File: config.mk
export PLATFORM = sky130hd
export DESIGN_NAME = ets_frame_writer
export DESIGN_NICKNAME = d
export VERILOG_FILES = /design/src/rtl/ets_fb_pkg.sv /design/src/rtl/ets_bank_pick.sv /design/src/rtl/ets_frame_writer.sv
export SDC_FILE = /design/constraint.sdc
export NUM_CORES = 1
export LEC_CHECK = 0
export ABC_AREA = 1
export BUFFER_PORTS_ARGS = -buffer_cell sky130_fd_sc_hd__buf_4
export CAP_MARGIN = 20
export CORE_ASPECT_RATIO = 1.25
export CORE_MARGIN = 2
export CORE_UTILIZATION = 30
export DETAILED_ROUTE_END_ITERATION = 6
export MAX_ROUTING_LAYER = met4
export PLACE_DENSITY = 0.49
export SKIP_LAST_GASP = 1
export SLEW_MARGIN = 20
export SYNTH_ARGS = -nofsm -noshare
export SYNTH_HDL_FRONTEND = slang
export SYNTH_HIERARCHICAL = 1
export SYNTH_SLANG_ARGS = --single-unit
File: constraint.sdc
create_clock -name clk -period 1.8 [get_ports clk]
set_input_delay 0.09 -clock clk [delete_from_list [all_inputs] [get_ports clk]]
set_output_delay 0.09 -clock clk [all_outputs]
set_load 0.05 [all_outputs]
File: src/rtl/ets_fb_pkg.sv
// ets_fb_pkg: shared widths, bank encodings, FSM state type and helpers for the
// ETS frame-store write side.
//   TAP_W   : width of the frame-store write address (taps per frame up to 512)
//   BANK_W  : width of the one-hot bank identifier
//   BANK0..2: one-hot bank constants
//   state_t : writer FSM states
//   rotl3() : rotate a one-hot bank id left by one (001->010->100->001)
//   is_onehot3(): true when exactly one bit of a 3-bit vector is set
package ets_fb_pkg;

  localparam int unsigned TAP_W  = 9;
  localparam int unsigned BANK_W = 3;

  localparam logic [BANK_W-1:0] BANK0 = 3'b001;
  localparam logic [BANK_W-1:0] BANK1 = 3'b010;
  localparam logic [BANK_W-1:0] BANK2 = 3'b100;

  typedef enum logic [1:0] {
    IDLE  = 2'd0,
    ARM   = 2'd1,
    WRITE = 2'd2,
    SWAP  = 2'd3
  } state_t;

  function automatic logic [BANK_W-1:0] rotl3(input logic [BANK_W-1:0] x);
    return {x[BANK_W-2:0], x[BANK_W-1]};
  endfunction

  function automatic logic is_onehot3(input logic [BANK_W-1:0] x);
    return (x == BANK0) || (x == BANK1) || (x == BANK2);
  endfunction

endpackage

File: src/rtl/ets_bank_pick.sv
// ets_bank_pick: chooses the next bank to write after a frame completes.
//   i_cur  [3] : one-hot bank that was just written
//   i_lock [3] : one-hot bank held by the reader (0 = none; multi-hot = none)
//   o_next [3] : one-hot bank to write next; never the current or a valid locked bank
// Purely combinational.
module ets_bank_pick
  import ets_fb_pkg::*;
(
  input  logic [BANK_W-1:0] i_cur,
  input  logic [BANK_W-1:0] i_lock,
  output logic [BANK_W-1:0] o_next
);

  logic [BANK_W-1:0] w_lock_eff;
  logic [BANK_W-1:0] w_cand;

  always_comb begin
    // A malformed (multi-hot) lock carries no information; ignore it.
    w_lock_eff = is_onehot3(i_lock) ? i_lock : '0;
    w_cand     = ~i_cur & ~w_lock_eff;
    // Single free bank: take it. Two free banks (no lock, or lock on cur): rotate.
    if (is_onehot3(w_cand)) begin
      o_next = w_cand;
    end else begin
      o_next = rotl3(i_cur);
    end
  end

endmodule

File: src/rtl/ets_frame_writer.sv
// ets_frame_writer: write-side producer for the 3-bank ETS frame store.
// After a trigger it accepts MAX_TAP samples over a valid/ready handshake, writes
// them to consecutive taps of the current bank, publishes that bank as the latest
// complete frame and rotates to a bank the reader is not holding.
//   clk, rst_n        : clock, asynchronous active-low reset
//   enable            : 1 = run, 0 = abort and hold idle
//   trigger           : single-cycle frame start pulse
//   s_valid/s_data    : sample stream in; s_ready out
//   rd_lock_id [3]    : one-hot bank held by the reader (0 = none)
//   waddr/wdata       : frame-store write address/data, w_occur write strobe
//   w_buffer_id [3]   : one-hot bank being written
//   done_id [3]       : one-hot latest completed bank, frame_done pulse on update
//   frame_count [16]  : completed frames (wrapping)
//   overrun           : sticky, trigger seen outside ARM
module ets_frame_writer
  import ets_fb_pkg::*;
#(
  parameter int unsigned MAX_TAP = 448
) (
  input  logic              clk,
  input  logic              rst_n,
  input  logic              enable,
  input  logic              trigger,
  input  logic              s_valid,
  input  logic [31:0]       s_data,
  output logic              s_ready,
  input  logic [BANK_W-1:0] rd_lock_id,
  output logic [TAP_W-1:0]  waddr,
  output logic [31:0]       wdata,
  output logic [BANK_W-1:0] w_buffer_id,
  output logic              w_occur,
  output logic [BANK_W-1:0] done_id,
  output logic              frame_done,
  output logic [15:0]       frame_count,
  output logic              overrun
);

  localparam logic [TAP_W-1:0] LAST_TAP = TAP_W'(MAX_TAP - 1);

  state_t            r_state;
  logic [TAP_W-1:0]  r_tap;
  logic              r_s_ready;
  logic [TAP_W-1:0]  r_waddr;
  logic [31:0]       r_wdata;
  logic [BANK_W-1:0] r_w_buffer_id;
  logic              r_w_occur;
  logic [BANK_W-1:0] r_done_id;
  logic              r_frame_done;
  logic [15:0]       r_frame_count;
  logic              r_overrun;

  logic [BANK_W-1:0] w_next_id;
  logic              w_hs;

  ets_bank_pick u_bank_pick (
    .i_cur  (r_w_buffer_id),
    .i_lock (rd_lock_id),
    .o_next (w_next_id)
  );

  assign w_hs = s_valid & r_s_ready;

  always_ff @(posedge clk or negedge rst_n) begin
    if (!rst_n) begin
      r_state       <= IDLE;
      r_tap         <= '0;
      r_s_ready     <= 1'b0;
      r_waddr       <= '0;
      r_wdata       <= '0;
      r_w_buffer_id <= BANK0;
      r_w_occur     <= 1'b0;
      r_done_id     <= '0;
      r_frame_done  <= 1'b0;
      r_frame_count <= '0;
      r_overrun     <= 1'b0;
    end else begin
      r_w_occur    <= 1'b0;
      r_frame_done <= 1'b0;
      if (!enable) begin
        // Abort: drop the partial frame; bank, done_id and count are kept so the
        // next frame rewrites the same bank from tap 0.
        r_state   <= IDLE;
        r_s_ready <= 1'b0;
        r_overrun <= 1'b0;
      end else begin
        if (trigger && (r_state != ARM)) begin
          r_overrun <= 1'b1;
        end
        case (r_state)
          IDLE: begin
            r_s_ready <= 1'b0;
            r_state   <= ARM;
          end
          ARM: begin
            r_tap <= '0;
            if (trigger) begin
              r_state   <= WRITE;
              r_s_ready <= 1'b1;
            end
          end
          WRITE: begin
            if (w_hs) begin
              r_waddr   <= r_tap;
              r_wdata   <= s_data;
              r_w_occur <= 1'b1;
              r_tap     <= r_tap + 1'b1;
              if (r_tap == LAST_TAP) begin
                r_s_ready <= 1'b0;
                r_state   <= SWAP;
              end
            end
          end
          SWAP: begin
            r_done_id     <= r_w_buffer_id;
            r_frame_done  <= 1'b1;
            r_frame_count <= r_frame_count + 16'd1;
            r_w_buffer_id <= w_next_id;
            r_state       <= ARM;
          end
          default: begin
            r_state   <= IDLE;
            r_s_ready <= 1'b0;
          end
        endcase
      end
    end
  end

  assign s_ready     = r_s_ready;
  assign waddr       = r_waddr;
  assign wdata       = r_wdata;
  assign w_buffer_id = r_w_buffer_id;
  assign w_occur     = r_w_occur;
  assign done_id     = r_done_id;
  assign frame_done  = r_frame_done;
  assign frame_count = r_frame_count;
  assign overrun     = r_overrun;

endmodule
# Word level (Yosys, flattened, before mapping)
# Index checks and enable logic that the tools add are counted.
dict set report classes {
  bitwise 4
  reduce_logical 13
  add_sub_neg 2
  mux 21
  n_eq_ne 17
}
# op count
set ops {}
lappend ops {{case mux 9 bit (2 select lines)} 1}
lappend ops {{adder 16 x 1 -> 16 bit (second input constant)} 1}
lappend ops {{two-way mux 1 bit} 11}
lappend ops {{adder 9 x 1 -> 9 bit (second input constant)} 1}
lappend ops {{equality test 9 bit (second input constant)} 1}
lappend ops {{two-way mux 9 bit} 1}
lappend ops {{inequality test 3 bit (second input constant)} 3}
lappend ops {{AND reduction 3 bit} 3}
lappend ops {{two-way mux 2 bit} 4}
lappend ops {{equality test 3 x 1 -> 1 bit (second input constant)} 2}
lappend ops {{equality test 3 x 2 -> 1 bit (second input constant)} 2}
lappend ops {{equality test 3 bit (second input constant)} 2}
lappend ops {{two-way mux 3 bit} 2}
lappend ops {{inverter 3 bit} 2}
lappend ops {{case mux 2 bit (3 select lines)} 1}
lappend ops {{equality test 2 bit (second input constant)} 2}
lappend ops {{logical OR 1 bit} 4}
lappend ops {{inequality test 2 x 1 -> 1 bit (second input constant)} 2}
lappend ops {{inequality test 4 x 1 -> 1 bit (second input constant)} 1}
lappend ops {{AND reduction 4 bit} 1}
lappend ops {{bitwise AND 3 bit} 1}
lappend ops {{case mux 1 bit (3 select lines)} 1}
lappend ops {{equality test 2 x 1 -> 1 bit (second input constant)} 1}
lappend ops {{zero test 2 bit} 1}
lappend ops {{other kinds (6)} 6}
dict set report word_totals {
  output_inout_bits 67
  reg_bits 78
}

# Longest topological paths before layout
# Gate-level depths: netlist of run 1.
dict set report depth {
  word_depth 10
  mapped_depth 10
  depth_no_buf 10
}

# By module
# The synthesis of run 1 kept the hierarchy.
# mod cells_per_inst seq_area_each_um2 instances area_each_um2
set modules_own_cells {}
lappend modules_own_cells {ets_frame_writer 406 1953.1 1 3497.1}
lappend modules_own_cells {ets_bank_pick 26 0.0 1 131.4}

# Least setup slack after synthesis of run 1
# Ideal clock, no wire load.
dict set report synth_timing {
  path_type {register to register}
  start {register r_frame_count[1], in the netlist frame_count[1]}
  end {register r_frame_count[8], in the netlist frame_count[8]}
  synth_period_minus_slack_ns 1.683
  arrival_ns 1.563
  path_slack_ns 0.117
  setup_ns 0.119
  stages_incl_launch_ff 8
  path_cell_list {dfrtp_1 -> ha_1 -> nand2_1 -> nor2_1 -> nand2_1 -> nor2_2 -> xnor2_1 -> inv_1}
}
dict set report synth_between {
  elab_chain_len 1
}
# item line_no
set synth_lines {}
lappend synth_lines {{start, declared} ets_frame_writer.sv:49} ;# logic [15:0] r_frame_count;
lappend synth_lines {{start signal, assigned} ets_frame_writer.sv:116} ;# r_frame_count <= r_frame_count + 16'd1;
lappend synth_lines {{adder 16 x 1 -> 16 bit} ets_frame_writer.sv:116}
# No other way between the ends.
# A chain may end at the register's enable or synchronous reset.

# Worst setup path in the final report of run 1
dict set report layout_timing {
  start {register r_state[0]}
  end {register r_tap[0]}
}
dict set report layout_between {
  elab_chain_len 3
  elab_cells_between_ends 6
  classes_between {3 x eq/ne; 1 x mux; 2 x reduce/logical}
}
# item line_no
set layout_lines {}
lappend layout_lines {{start, declared} ets_frame_writer.sv:40} ;# state_t r_state;
lappend layout_lines {{start signal, assigned} ets_frame_writer.sv:65} ;# r_state <= IDLE;
lappend layout_lines {{start signal, assigned} ets_frame_writer.sv:82} ;# r_state <= IDLE;
lappend layout_lines {{start signal, assigned} ets_frame_writer.sv:92} ;# r_state <= ARM;
lappend layout_lines {{equality test 2 bit / equality test 2 x 1 -> 1 bit (equally long branches)} ets_frame_writer.sv:89} ;# case (r_state)
lappend layout_lines {{inequality test 2 bit (no source line) / nonzero test 2 bit (equally long branches)} -}
lappend layout_lines {{AND reduction 3 bit (no source line)} -}
lappend layout_lines {{end signal, assigned} ets_frame_writer.sv:106} ;# r_tap <= r_tap + 1'b1;
lappend layout_lines {{end, declared} ets_frame_writer.sv:41} ;# logic [TAP_W-1:0] r_tap;
# Several ways; a longest one is shown, not always the timed one.

==> results of run 1 <==
[sequential cells by signal (all words and copies together) (netlist names), 2 cells and up]
register,cells
wdata,32
frame_count,16
r_tap,9
waddr,9
done_id,3
w_buffer_id,3
r_state,2
[power groups by stage]
stage	sequential, mW	clock [mW]	combinational [mW]
floorplan	3.84	0	0.747
global placement	2.50	0	3.05
detailed placement	2.52	0	3.07
CTS	2.49	1.97	3.14
global route	2.55	2.03	3.35
finish	2.48	1.91	3.13
[cell families (layout without fill, tap and decap cells)]
family,count (synthesis),in the layout,synth area share (%)
XOR/XNOR,9,9,2.17
adder cells (fa/ha/maj),6,6,2.07
AO/OA/AOI/OAI,24,24,3.72
buffers and inverters,54,203,7.38
flip-flops,78,78,53.8
AND/OR/NAND/NOR,261,261,30.8
[repair_timing]
action                                  CTS  global route
hold endpoints to repair                 58             0
hold buffers                             33             0
endpoints found under the setup margin    0             1
buffers inserted                          0             2
[final timing paths]
path                       slack [ps]  depth (start not counted)       start        endpoint
setup / recovery                  180                          8  r_state[0]        r_tap[0]
hold / removal                     40                          3     trigger         s_ready
setup reg to reg                  180                          8  r_state[0]        r_tap[0]
hold reg to reg                   470                          2   wdata[21]       wdata[21]
max in group asynchronous         920                          3       rst_n  w_buffer_id[0]
min in group asynchronous         210                          2       rst_n       wdata[30]
[layer usage]
layer / up-vias / wire, um
li1: 1626 / -
met3: 21 / 368
met4: 0 / 309
met5: - / 0
met2: 84 / 4380
met1: 1520 / 4100
[final cells by class]
cell class,instances,area share (%)
inverter,42,3.06
timing repair buffer,145,22.8
multi-input combinational,300,26.9
tap,161,3.85
clock buffer,12,5.09
sequential,78,37.3
clock inverter,4,1.03
[Yosys cell counts (all sizes together)]
library cell / count
a21oi: 3
a22o: 1
buf: 12
dfrtp: 77
dfstp: 1
ha: 6
inv: 42
nand2: 196
nand3: 24
nand3b: 1
nand4: 8
nor2: 30
nor3: 2
o21ai: 17
o21bai: 3
xnor2: 7
xor2: 2
[worst register-to-register path: cells and delay by family (launching register included)]
family	cells	cell delay [ps]
adder cells (fa/ha/maj)	1	270
AND/OR/NAND/NOR	3	350
AO/OA/AOI/OAI	1	150
buffers and inverters	3	340
flip-flops	1	400
[stage by stage]
step / utilization [%] / setup slack, ps / std cells / cell area, sq um
2_1_floorplan: - / 117 / 432 / 3630
3_3_place_gp: 39.0 / 181 / 691 / 4570
3_5_place_dp: 39.0 / 92.4 / 691 / 4570
4_1_cts: 44.5 / 82.4 / 740 / 5220
5_1_grt: 44.7 / 13.9 / 742 / 5240
6_report: 44.7 / 178 / 742 / 5240
==> metrics.md, run 1 <==
| Metric | Value |
|---|---|
| M2 GR Usage | 23.4% |
| Die span in x | 102 um |
| Rows | 44 |
| Layout fillers | around 1200 |
| Leak | 2.81 nW |
| Post-Route Skew | ~5.7 ps |
| Grt met3 use | between 2 and 3% |
| Crit. End Element | flop |
| Root buffer cell | clkbuf_16 |
| Post-cts sizing count | 0 |
| Maximum VDD drop | around 0.44 mV |
| Area of the die | ~13000 sq um |
| Placeable Area | around 12000 sq um |
| Detailed placement HPWL | 6340 um |
| Die Y | about 130 um |
| TritonRoute pass-1 iters | 5 |
| Layout cell share with drive strength beyond 1 | a little over a quarter |
| Hold Crit Class | in -> reg |
| Critical path, cell by cell | inv_1 > ha_1 > nand2_2 > inv_2 > nand2_2 > buf_12 > nor2_1 > o21bai_1 |
| Distinct cells, synth | 28 |
| Vias | 3251 |
| Tcrit/Tclk final | 90.1% |
| Min Clock Period, post-route | between 1500 and 2000 ps |
| Net Sw Frac | 42.7% |
| Reg area | between 1500 and 2000 sq um |
| Synth Cell Area | about 3600 sq um |
| WP buf/inv | 3 |
| Max stage delay on crit path | about 400 ps |
| Avg Inst Size Synth | 8.40 sq um |
| Remaining DRCs | 0 |
| CP Max Fanout | 46 |
| CP delay by family, top | flip-flops |
| Detailed Route Iter0 Violations | ~110 |
| Endpoints failing hold | 0 |
| Worst skew pair latency | between 300 and 400 ps |
| Final setup violation count | 0 |
| Avg Vias per Cell | approximately 4.4 |
| Critical Path Most Common Cell | nand2_2 |
| Kind of critical path | reg -> reg |
| Slew Viols, Final | 0 |
| Worst path arrival time | ~1900 ps |
| Flop pwr share | 33.0% |
| Max Fclk | slightly above 0.6 GHz |
| Ant diodes | 0 |
| Synth warn | 6 |
| Final wirelength | ~9000 um |
| Largest net degree at the start of global routing | between 50 and 60 |
| Congestion Overflow GR | 0 |
| Power per Cell Area | 1440 nW/um^2 |
| RSZ-0062 raised after global routing | false |
| H-tree levels | 3 |
| Number of global-route vias before repair | about 3100 |
| Top cell type's share of synthesized area | between 50% and 60% |
| PortBufs | 106 |
| Post-synth net total | between 400 and 500 |
| Max_cap viols | 0 |
| CTS tree | done |
| Sequential element share of the synthesized area | between 50 and 60% |
| Overall Power | between 7 and 8 mW |
| Initial Utilization | between 30% and 40% |
| Switching power | between 3 and 4 mW |
| Crit-path slowest cell | dfrtp_1 |
| Initial antenna violation count | 0 |
| Comb pwr share | between 40% and 50% |
| Synth-to-Final Area Change | 44.4% |
| Status | finished clean |
| Worst-Margin Slew | ~390 ps |
| GPL Wtd Cong | between 0.7 and 0.8 |
| CP Data Required Time | between 2000 and 2500 ps |
| Final ANT Viol Nets | 0 |
| Total CTS buffers | 9 |
| I/O pin count | ~110 |
| Area occupied by multi-input gates | ~1400 sq um |
| Commonest non-fill, non-tap cell in the layout | nand2_1 |
| Internal power | approximately 4.3 mW |
| Post-synth top area cell | dfrtp_1 |
| Slew headroom | around 74% |
| Met1 Resource Use GR | between 10% and 20% |
| Clock tree buffer depth | 2 |
| Setup TNS Final | 0 ps |
| Area contributors post-synth | dfrtp_1 (53%), nand2_1 (19%), inv_1 (3.8%) |
| Most frequent cells in the layout | nand2_1 (188), buf_4 (110), dfrtp_1 (77) |
| Cells after Synth | around 430 |
| WHS | approximately 36 ps |
| Tot GR Track Use | roughly 15% |
| Per-cell routed wire length | 12.3 um |
| Clock Power Share | around 25% |
| Most Crowded Layer GR | met2 |
| Clock net sink count | just under 80 |
| Nets | just over 600 |
| Clk pin slew, worst setup/hold paths | roughly 60 ps |
| Critical path startpoint category | flop |
| Seq cells post-synth | slightly below 80 |
| First-pass GRT wire length | 14800 um |
(Power assumes the default switching activity.)
==> run 2, diff against run 1 <==
- ABC_AREA: 1 -> not set
- PLACE_DENSITY: 0.49 -> 0.5
==> metrics.md, run 2 <==
| Metric | Value |
|---|---|
| Status | finished clean |
| Tcrit/Tclk final | approximately nine tenths |
| M2 GR Usage | approximately a quarter |
| Hold Crit Class | in -> reg |
| Crit. End Element | flop |
| Met1 Resource Use GR | 18.2% |
| Synth Cell Area | ~3300 sq um |
| Final wirelength | between 8000 and 9000 um |
| Post-Route Skew | roughly 4.8 ps |
| Area contributors post-synth | dfrtp_1 (58%), nand2_1 (15%), xnor2_1 (2.6%) |
| Flop-to-flop setup slack | 150 ps |
| PortBufs | between 100 and 150 |
| Comb pwr share | 23.8% |
| Final worst slack | roughly 150 ps |
| Detailed placement HPWL | 5790 um |
| Max FFs per register | 32 |
| WHS | ~67 ps |
| Slew Viols, Final | 0 |
| I/O pin count | 107 |
| Initial Utilization | between 30% and 40% |
| Final setup violation count | 0 |
| Detailed Route Iter0 Violations | 107 |
| Clock net sink count | slightly below 80 |
| H-tree levels | 3 |
| Sequential element share of the synthesized area | about three fifths |
| Number of global-route vias before repair | roughly 2900 |
| Leak | 2.66 nW |
| Post-synth top area cell | dfrtp_1 |
| Reg area | between 1500 and 2000 sq um |
| Worst skew pair latency | 330 ps |
| Switching power | 1.59 mW |
| Rows | between 40 and 50 |
| Max stage delay on crit path | ~420 ps |
| EDFF count, synth | 0 |
| Worst-Margin Slew | about 520 ps |
| Crit path to | r_tap[5] |
| Layout fillers | 1067 |
| Distinct cells, synth | 42 |
| Top cell type's share of synthesized area | ~58% |
| Power per Cell Area | approximately 1000 nW/um^2 |
| Total CTS buffers | 9 |
| Post-place setup slack | 118 ps |
| Asr flop ratio synth | 100% |
| Kind of critical path | reg -> reg |
| Vias | ~2900 |
| CP Max Fanout | 4 |
| Min Clock Period, post-route | around 1700 ps |
| Area occupied by multi-input gates | about 1300 sq um |
| Initial antenna violation count | 0 |
| Critical Path Start | r_state[0] |
| Remaining DRCs | 0 |
| Grt met3 use | approximately 2.3% |
| Setup TNS Final | 0 ps |
| TritonRoute pass-1 iters | 5 |
| Die span in x | around 100 um |
| Root buffer cell | clkbuf_16 |
| Avg Vias per Cell | about 4.6 |
| Seq cells post-synth | 78 |
| Clk pin slew, worst setup/hold paths | about 60 ps |
| Cells after Synth | about 340 |
| Die Y | about 120 um |
| Ys flop type | dfrtp_1 |
| Maximum VDD drop | about 0.65 mV |
| Flop pwr share | 39.1% |
| Count leader, synth | nand2_1 |
| Internal power | 3.59 mW |
| Net Sw Frac | a little under a third |
| Layout cell share with drive strength beyond 1 | between 20 and 30% |
| Critical path, cell by cell | inv_1 > ha_2 > nand4_4 > or3_1 > o211ai_1 > o31ai_1 |
| Final ANT Viol Nets | 0 |
| Critical R2R Capture | r_tap[5] |
| Commonest non-fill, non-tap cell in the layout | nand2_1 |
| Most frequent cells in the layout | nand2_1 (136), buf_4 (113), dfrtp_1 (77) |
| CTS tree | done |
| RSZ-0062 raised after global routing | false |
| Post-synth net total | ~390 |
| Endpoints failing hold | 0 |
| Clock Power Share | 37.2% |
| Area of the die | about 12000 sq um |
| Critical path startpoint category | flop |
| Synth warn | 6 |
| GPL Wtd Cong | approximately 0.76 |
| Worst path arrival time | between 1500 and 2000 ps |
| Most Crowded Layer GR | met2 |
| Synth-to-Final Area Change | 49.5% |
| Ant diodes | 0 |
| Congestion Overflow GR | 0 |
| Max Fclk | slightly above 0.6 GHz |
| Slew headroom | around two thirds |
| Reg2Reg Depth | 6 |
| Synth top cells by count | nand2_1 (136), dfrtp_1 (77), nor2_1 (12) |
| First-pass GRT wire length | 13800 um |
| Largest net degree at the start of global routing | 46 |
| Crit-path slowest cell | or3_1 |
| Tot GR Track Use | 14.9% |
| CP Data Required Time | 2010 ps |
| Max_cap viols | 0 |
| Nets | 535 |
| Reg2reg start | r_state[0] |
| Avg Inst Size Synth | about 9.8 sq um |
| Per-cell routed wire length | between 10 and 15 um |
| Clock tree buffer depth | 2 |
| Placeable Area | 11000 sq um |
==> run 2: metrics by stage <==
step / cell area (sq um) / std cells / power, mW / util (%)
floorplan: 3350 / 341 / 2.79 / -
global placement: 4340 / 579 / 3.21 / 39.5
detailed placement: 4340 / 579 / 3.23 / 39.5
CTS: 4980 / 628 / 5.25 / 45.4
global route: 5000 / 629 / 5.42 / 45.6
finish: 5000 / 629 / 5.18 / 45.6
==> run 2: layout make-up <==
class | instances | share of cell area (%)
clock buffer | 12 | 4.92
clock inverter | 4 | 1.40
inverter | 8 | 0.600
multi-input combinational | 244 | 26.5
sequential | 78 | 39.0
tap | 135 | 3.38
timing repair buffer | 148 | 24.2
==> run 2: per-layer routing <==
layer,part of all wire (%),routed length (um)
met3,4.4,370
met4,2.1,174
met2,48,4050
met5,0,0
met1,45,3830
==> run 2: worst min path at each step <==
| stage | end | from | slack, ps | cells after the start |
|---|---|---|---|---|
| CTS | r_state[0] | enable | 50 | 2 |
| global route | overrun | enable | 70 | 2 |
| global placement | wdata[21] | rst_n | 100 | 1 |
| floorplan | done_id[0] | rst_n | -210 | 0 |
| detailed placement | wdata[21] | rst_n | 110 | 1 |
| finish | r_state[0] | enable | 70 | 2 |
==> run 2: cell families (layout without fill, tap and decap cells) <==
logic type | count (synthesis) | in the layout | share of synthesized area, %
compound gates | 26 | 26 | 5.31
xor+xnor | 18 | 18 | 4.71
fa+ha+maj | 6 | 6 | 2.24
buf+inv | 19 | 172 | 2.39
flops | 78 | 78 | 58.3
mux | 8 | 8 | 2.65
simple gates | 186 | 186 | 24.4
==> run 2: power groups by stage <==
stage	sequential, mW	combinational, mW	clock [mW]
2_1_floorplan	2.50	0.290	0
3_3_place_gp	2.05	1.16	0
3_5_place_dp	2.05	1.18	0
4_1_cts	2.02	1.24	1.99
5_1_grt	2.05	1.32	2.05
6_report	2.02	1.23	1.93
==> run 2: critical path, delay by kind of cell (launching register included) <==
kind	cells	cell delay, ps
compound gates	2	290
flops	1	410
simple gates	2	540
buf+inv	1	90
fa+ha+maj	1	200
==> run 2: repair_timing <==
action / CTS / global route
hold buffers: 33 / 0
resized for setup: 0 / 3
endpoints found under the hold margin: 66 / 0
endpoints found under the setup margin: 0 / 2
setup buffers: 0 / 1
